--- config.mk ---
export PLATFORM = sky130hd
export DESIGN_NAME = vga_write_arbiter
export DESIGN_NICKNAME = d
export VERILOG_FILES = /design/src/rtl/vga_arb_pkg.sv /design/src/rtl/rr_pick.sv /design/src/rtl/vga_write_arbiter.sv
export SDC_FILE = /design/constraint.sdc
export NUM_CORES = 1
export LEC_CHECK = 0
export ABC_AREA = 1
export CORE_AREA = 2 2 79 81
export CTS_CLUSTER_DIAMETER = 150
export DETAILED_ROUTE_END_ITERATION = 16
export DIE_AREA = 0 0 81 83
export GPL_ROUTABILITY_DRIVEN = 0
export PLACE_DENSITY = 0.79
export REMOVE_ABC_BUFFERS = 1
export SYNTH_ARGS = -nofsm -noshare
export SYNTH_HDL_FRONTEND = slang
export SYNTH_HIERARCHICAL = 1
export SYNTH_SLANG_ARGS = --single-unit
--- constraint.sdc ---
create_clock -name Clock -period 1.55 [get_ports Clock]
set_clock_uncertainty 0.2 [all_clocks]
set_input_delay 0.155 -clock Clock [delete_from_list [all_inputs] [get_ports Clock]]
set_output_delay 0.155 -clock Clock [all_outputs]
set_load 0.05 [all_outputs]
--- src/rtl/vga_arb_pkg.sv ---
// Shared types and helpers for the VGA pixel-write arbiter.
// Optional forced-revoke timeout is enabled by defining ARB_TIMEOUT_EN.
package vga_arb_pkg;

    typedef enum logic {
        ARB_IDLE  = 1'b0,
        ARB_GRANT = 1'b1
    } arb_state_e;

    localparam int NX_DEF = 10;
    localparam int NY_DEF = 9;
    localparam int CW_DEF = 9;

    // Never returns less than 1 so index ports always have a legal width.
    function automatic int clog2(input int value);
        int w;
        w = 1;
        while ((1 << w) < value) begin
            w = w + 1;
        end
        return w;
    endfunction

endpackage

--- src/rtl/rr_pick.sv ---
// Combinational round-robin selector: first set request at or above ptr,
// wrapping modulo NREQ, found by scanning a rotated double-width copy.
module rr_pick #(
    parameter int NREQ = 4,
    parameter int IW   = 2
) (
    input  logic [NREQ-1:0] req,
    input  logic [IW-1:0]   ptr,
    output logic            valid,
    output logic [IW-1:0]   index
);

    logic [2*NREQ-1:0] dbl;
    logic [NREQ-1:0]   rot;
    int                sum;

    always_comb begin
        dbl   = {req, req};
        rot   = NREQ'(dbl >> ptr);
        valid = 1'b0;
        index = '0;
        sum   = 0;
        // Descending scan so the lowest rotated position wins.
        for (int k = NREQ - 1; k >= 0; k--) begin
            if (rot[k]) begin
                valid = 1'b1;
                sum   = int'(ptr) + k;
                if (sum >= NREQ) begin
                    sum = sum - NREQ;
                end
                index = IW'(sum);
            end
        end
    end

endmodule

--- src/rtl/vga_write_arbiter.sv ---
// Round-robin arbiter sharing the VGA adapter pixel-write port among NREQ objects.
// Define ARB_TIMEOUT_EN to revoke grants held for MAX_HOLD cycles.
module vga_write_arbiter
    import vga_arb_pkg::*;
#(
    parameter int NREQ     = 4,
    parameter int nX       = NX_DEF,
    parameter int nY       = NY_DEF,
    parameter int CW       = CW_DEF,
    parameter int MAX_HOLD = 4096
) (
    input  logic                   Clock,
    input  logic                   Reset,
    input  logic [NREQ-1:0]        req,
    output logic [NREQ-1:0]        gnt,
    input  logic [NREQ*nX-1:0]     obj_x,
    input  logic [NREQ*nY-1:0]     obj_y,
    input  logic [NREQ*CW-1:0]     obj_color,
    input  logic [NREQ-1:0]        obj_write,
    output logic [nX-1:0]          VGA_x,
    output logic [nY-1:0]          VGA_y,
    output logic [CW-1:0]          VGA_color,
    output logic                   VGA_write,
    output logic [clog2(NREQ)-1:0] owner,
    output logic                   busy,
    output logic                   timeout
);

    localparam int IW = clog2(NREQ);

    arb_state_e      state_q, state_d;
    logic [NREQ-1:0] gnt_q, gnt_d;
    logic [IW-1:0]   owner_q, owner_d;
    logic [IW-1:0]   ptr_q, ptr_d;
    logic            timeout_q, timeout_d;
    logic            pick_valid;
    logic [IW-1:0]   pick_idx;
    logic [IW-1:0]   owner_next;
    logic            revoke;

    rr_pick #(.NREQ(NREQ), .IW(IW)) u_pick (
        .req   (req),
        .ptr   (ptr_q),
        .valid (pick_valid),
        .index (pick_idx)
    );

    assign owner_next = (owner_q == IW'(NREQ - 1)) ? '0 : owner_q + 1'b1;

`ifdef ARB_TIMEOUT_EN
    localparam int HW = clog2(MAX_HOLD);
    logic [HW-1:0] hold_q, hold_d;

    assign hold_d = (state_q == ARB_GRANT) ? hold_q + 1'b1 : '0;
    assign revoke = (state_q == ARB_GRANT) && (hold_q == HW'(MAX_HOLD - 1));

    always_ff @(posedge Clock) begin
        if (Reset) begin
            hold_q <= '0;
        end else begin
            hold_q <= hold_d;
        end
    end
`else
    logic unused_max_hold;
    assign unused_max_hold = (MAX_HOLD == 0);
    assign revoke          = 1'b0;
`endif

    always_comb begin
        state_d   = state_q;
        gnt_d     = gnt_q;
        owner_d   = owner_q;
        ptr_d     = ptr_q;
        timeout_d = 1'b0;
        case (state_q)
            ARB_IDLE: begin
                if (pick_valid) begin
                    state_d = ARB_GRANT;
                    owner_d = pick_idx;
                    gnt_d   = NREQ'(1) << pick_idx;
                end
            end
            ARB_GRANT: begin
                // Release and timeout both hand priority to the next index.
                if (!req[owner_q] || revoke) begin
                    state_d   = ARB_IDLE;
                    gnt_d     = '0;
                    ptr_d     = owner_next;
                    timeout_d = req[owner_q] && revoke;
                end
            end
            default: begin
                state_d = ARB_IDLE;
                gnt_d   = '0;
            end
        endcase
    end

    always_ff @(posedge Clock) begin
        if (Reset) begin
            state_q   <= ARB_IDLE;
            gnt_q     <= '0;
            owner_q   <= '0;
            ptr_q     <= '0;
            timeout_q <= 1'b0;
        end else begin
            state_q   <= state_d;
            gnt_q     <= gnt_d;
            owner_q   <= owner_d;
            ptr_q     <= ptr_d;
            timeout_q <= timeout_d;
        end
    end

    assign gnt       = gnt_q;
    assign owner     = owner_q;
    assign busy      = (state_q == ARB_GRANT);
    assign timeout   = timeout_q;
    assign VGA_x     = obj_x[owner_q*nX +: nX];
    assign VGA_y     = obj_y[owner_q*nY +: nY];
    assign VGA_color = obj_color[owner_q*CW +: CW];
    // A grant being aborted by reset must not leak a pixel write.
    assign VGA_write = busy & ~Reset & req[owner_q] & obj_write[owner_q];

endmodule
==> results.py <==
metrics = {
    "layout": {
        "area_growth_pct": 178,
        "final_core_util": 0.717,
        "final_cells": 534,
        "drive_gt1_frac": 0.410,
        "fill_cells": 408,
        "stdcell_area_um2": 4170,
        "fin_nets": 583,
        "diodes": 0,
    },
    "floorplan": {
        "core_area_um2": 5820,
        "dieHeight_um": 83,
        "die-area_um2": 6720,
        "start_util": 0.258,
        "rows": 28,
        "dieWidth_um": 81,
        "ioPinCount": 159,
    },
    "drt": {
        "vias_per_cell": 5.14,
        "first_iter_violations": 136,
        "routed_wl_um": 8860,
        "drtPass1Iterations": 4,
        "drc": 0,
        "vias": 2744,
        "ant_nets": 0,
        "wl_per_cell_um": 16.6,
    },
    "worst_setup_path": {
        "crit_slowest_cell": "dfxtp_2",
        "critPathTopFamily": "buffers and inverters",
        "critPathMaxFanout": 5,
        "crit_chain": "buf_6, inv_8, nand2_4, nand3_1, nand2_1, inv_1, nand4_1, nand2_4, buf_6, buf_4, a211oi_2",
        "cp-end-kind": "register",
        "crit_arrival_ps": 1800,
        "start_kind": "register",
        "worstSetupPathType": "reg2reg",
        "path_buf_inv": 5,
        "cp_data_required_time_ps": 1500,
        "critPathMaxStageDelay_ps": 330,
    },
    "cts": {
        "cts_tree": "built",
        "cts_buffers": 3,
        "clock_sink_count": 9,
        "clk_pin_slew_ps": 50,
        "cts_root_buffer": "clkbuf_8",
        "ctsHoldBuffers": 0,
        "cts_buffer_depth": 2,
        "insertion_delay_ps": 240,
        "cts.htree.levels": 1,
    },
    "synthesis": {
        "avgSynthCellArea_um2": 5.63,
        "yosysSeqAreaShare": 0.120,
        "netlist.area_leader.share": 0.190,
        "synth_area_um2": 1500,
        "syn_inst": 266,
        "netlist_top_cells_area": "o21ai_0, nor2_1, o22ai_1",
        "synth_seq_cells": 9,
        "yosysUniqueCellTypes": 29,
        "yosysWarnings": 6,
        "synth_top_cell_by_area": "o21ai_0",
    },
    "pwr": {
        "power.density_nw_per_um2": 1890,
        "switching_share": 0.552,
        "ir_drop_mv": 1.32,
        "pwr-share-seq": 0.057,
        "comb_power_share": 0.907,
        "switching_power_w": 0.00436,
        "pwr-share-clk": 0.035,
        "power.internal_w": 0.00353,
        "p_leak_nw": 1.72,
    },
    "placed_design": {
        "hpwlAfterDp_um": 5500,
        "portBuffers": 157,
        "place_area_um2": 3270,
        "dpl.cell_count": 499,
    },
    "worst_hold_path": {
        "hold_path.class": "reg2reg",
    },
    "outcome": {
        "outcome": "finished with violations",
        "violations": "negative setup slack",
    },
    "timing": {
        "rsz0062_at_grt": "yes",
        "fin_setup_tns_ps": -7870,
        "timing.fmax_mhz": 539,
        "min_period_ps": 1860,
        "fin_ws_ps": -306,
        "hold_viol": 0,
        "setup_viol": 38,
        "worst_hold_slack_ps": 316,
        "fin_crit_sh": 1.20,
        "drv_slew": 0,
    },
    "global_routing": {
        "grt_max_degree": 36,
        "grtUsageMet1": 0.193,
        "busiest_layer": "met2",
        "antenna_found_initial": 0,
        "grt_pass1_vias": 2490,
        "grt_pass1_wl_um": 10900,
        "grt_overflow": 0,
        "grt_use_total": 0.197,
        "use_met2": 0.378,
        "use_met3": 0.0707,
    },
    "run": {
        "drv_cap": 0,
    },
}
routing by layer:
| layer | wire [µm] | up-vias |
|---|---|---|
| met3 | 868 | 17 |
| met4 | 137 | 0 |
| li1 | - | 1309 |
| met5 | 0 | - |
| met2 | 4600 | 150 |
| met1 | 3260 | 1268 |
cell usage after synthesis, drive strengths merged:
| library cell | number |
|---|---|
| o22ai | 29 |
| nand2 | 30 |
| clkbuf | 6 |
| nor2 | 67 |
| ha | 1 |
| inv | 15 |
| or2 | 1 |
| nand3 | 18 |
| o21ai | 61 |
| a211oi | 1 |
| xnor2 | 1 |
| dfxtp | 9 |
| a21oi | 7 |
| nor3b | 1 |
| conb | 1 |
| nand4 | 1 |
| a21boi | 1 |
| buf | 16 |
kinds of logic (layout without fill, tap and decap cells):
logic type | after synthesis | in the layout | share of synthesized area
and+or+nand+nor | 118 | 118 | 0.360
AOI/OAI and AO/OA | 99 | 99 | 0.364
buffers and inverters | 37 | 230 | 0.139
DFF | 9 | 9 | 0.120
adders and majority gates | 1 | 1 | 0.00835
other | 1 | 1 | 0.00250
xor gates and xnor gates | 1 | 1 | 0.00585
path summary, 6_finish.rpt:
kind	slack, ps	endpoint	start	cells after the start
worst max-delay path	-310	owner[0]	ptr_q[0]	11
worst min-delay path	320	gnt[1]	gnt[1]	2
worst max register to register	-310	owner[0]	ptr_q[0]	11
worst min register to register	320	gnt[1]	gnt[1]	2
per-stage QoR:
stage                     setup WS (ps)  total power (W)
after global routing               -338          0.00823
after floorplan                   -1480          0.00361
after global placement             -392          0.00565
after detailed placement           -510          0.00573
final                              -306          0.00789
after CTS                          -233          0.00629
placed cells by master (no fill, tap or decap), types with 3 or more instances in the layout:
| master | count |
|---|---|
| a21oi_2 | 5 |
| buf_12 | 17 |
| buf_4 | 49 |
| buf_6 | 13 |
| clkbuf_16 | 8 |
| clkbuf_8 | 3 |
| clkdlybuf4s50_1 | 117 |
| dfxtp_1 | 5 |
| dfxtp_2 | 3 |
| dlygate4sd2_1 | 3 |
| inv_1 | 7 |
| inv_2 | 4 |
| nand2_1 | 10 |
| nand2_2 | 11 |
| nand2_4 | 9 |
| nand3_1 | 7 |
| nand3_2 | 9 |
| nor2_1 | 51 |
| nor2_2 | 11 |
| nor2_4 | 5 |
| o21ai_0 | 12 |
| o21ai_1 | 24 |
| o21ai_2 | 22 |
| o21ai_4 | 3 |
| o22ai_1 | 25 |
| o22ai_2 | 4 |
tightest hold or removal path, cell delays in order (launching register included):
cell     delay [ps]
dfxtp_1         340
nand3_2          90
a21oi_2          50
sequential cells by signal, indices dropped and copies added (netlist names):
signal,flops
busy,1
gnt,4
owner,2
ptr_q,2
timing repair:
item | CTS | global route
buffers inserted | 6 | 12
pin swaps | 10 | 34
gates cloned | 1 | 12
gates resized for setup | 48 | 118
endpoints found under the hold margin | 0 | 0
setup endpoints to repair | 36 | 38
area by class of cell:
class / instances / area, µm² / share of cell area
timing repair inverter: 2 / 32.5 / 0.00780
inverter: 15 / 95.1 / 0.0228
tap: 75 / 93.8 / 0.0225
timing repair buffer: 209 / 2280 / 0.547
sequential: 9 / 188 / 0.0450
clock buffer: 4 / 45.0 / 0.0108
multi-input combinational: 220 / 1440 / 0.344
power groups by stage:
| stage | Sequential [W] | Clock (W) | Combinational (W) |
|---|---|---|---|
| after global routing | 0.000463 | 0.000294 | 0.00747 |
| after CTS | 0.000471 | 0.000282 | 0.00553 |
| after detailed placement | 0.000442 | 0 | 0.00529 |
| after floorplan | 0.000752 | 0 | 0.00286 |
| final | 0.000453 | 0.000280 | 0.00716 |
| after global placement | 0.000443 | 0 | 0.00521 |
Note: power is estimated with default switching activity, not from simulation.
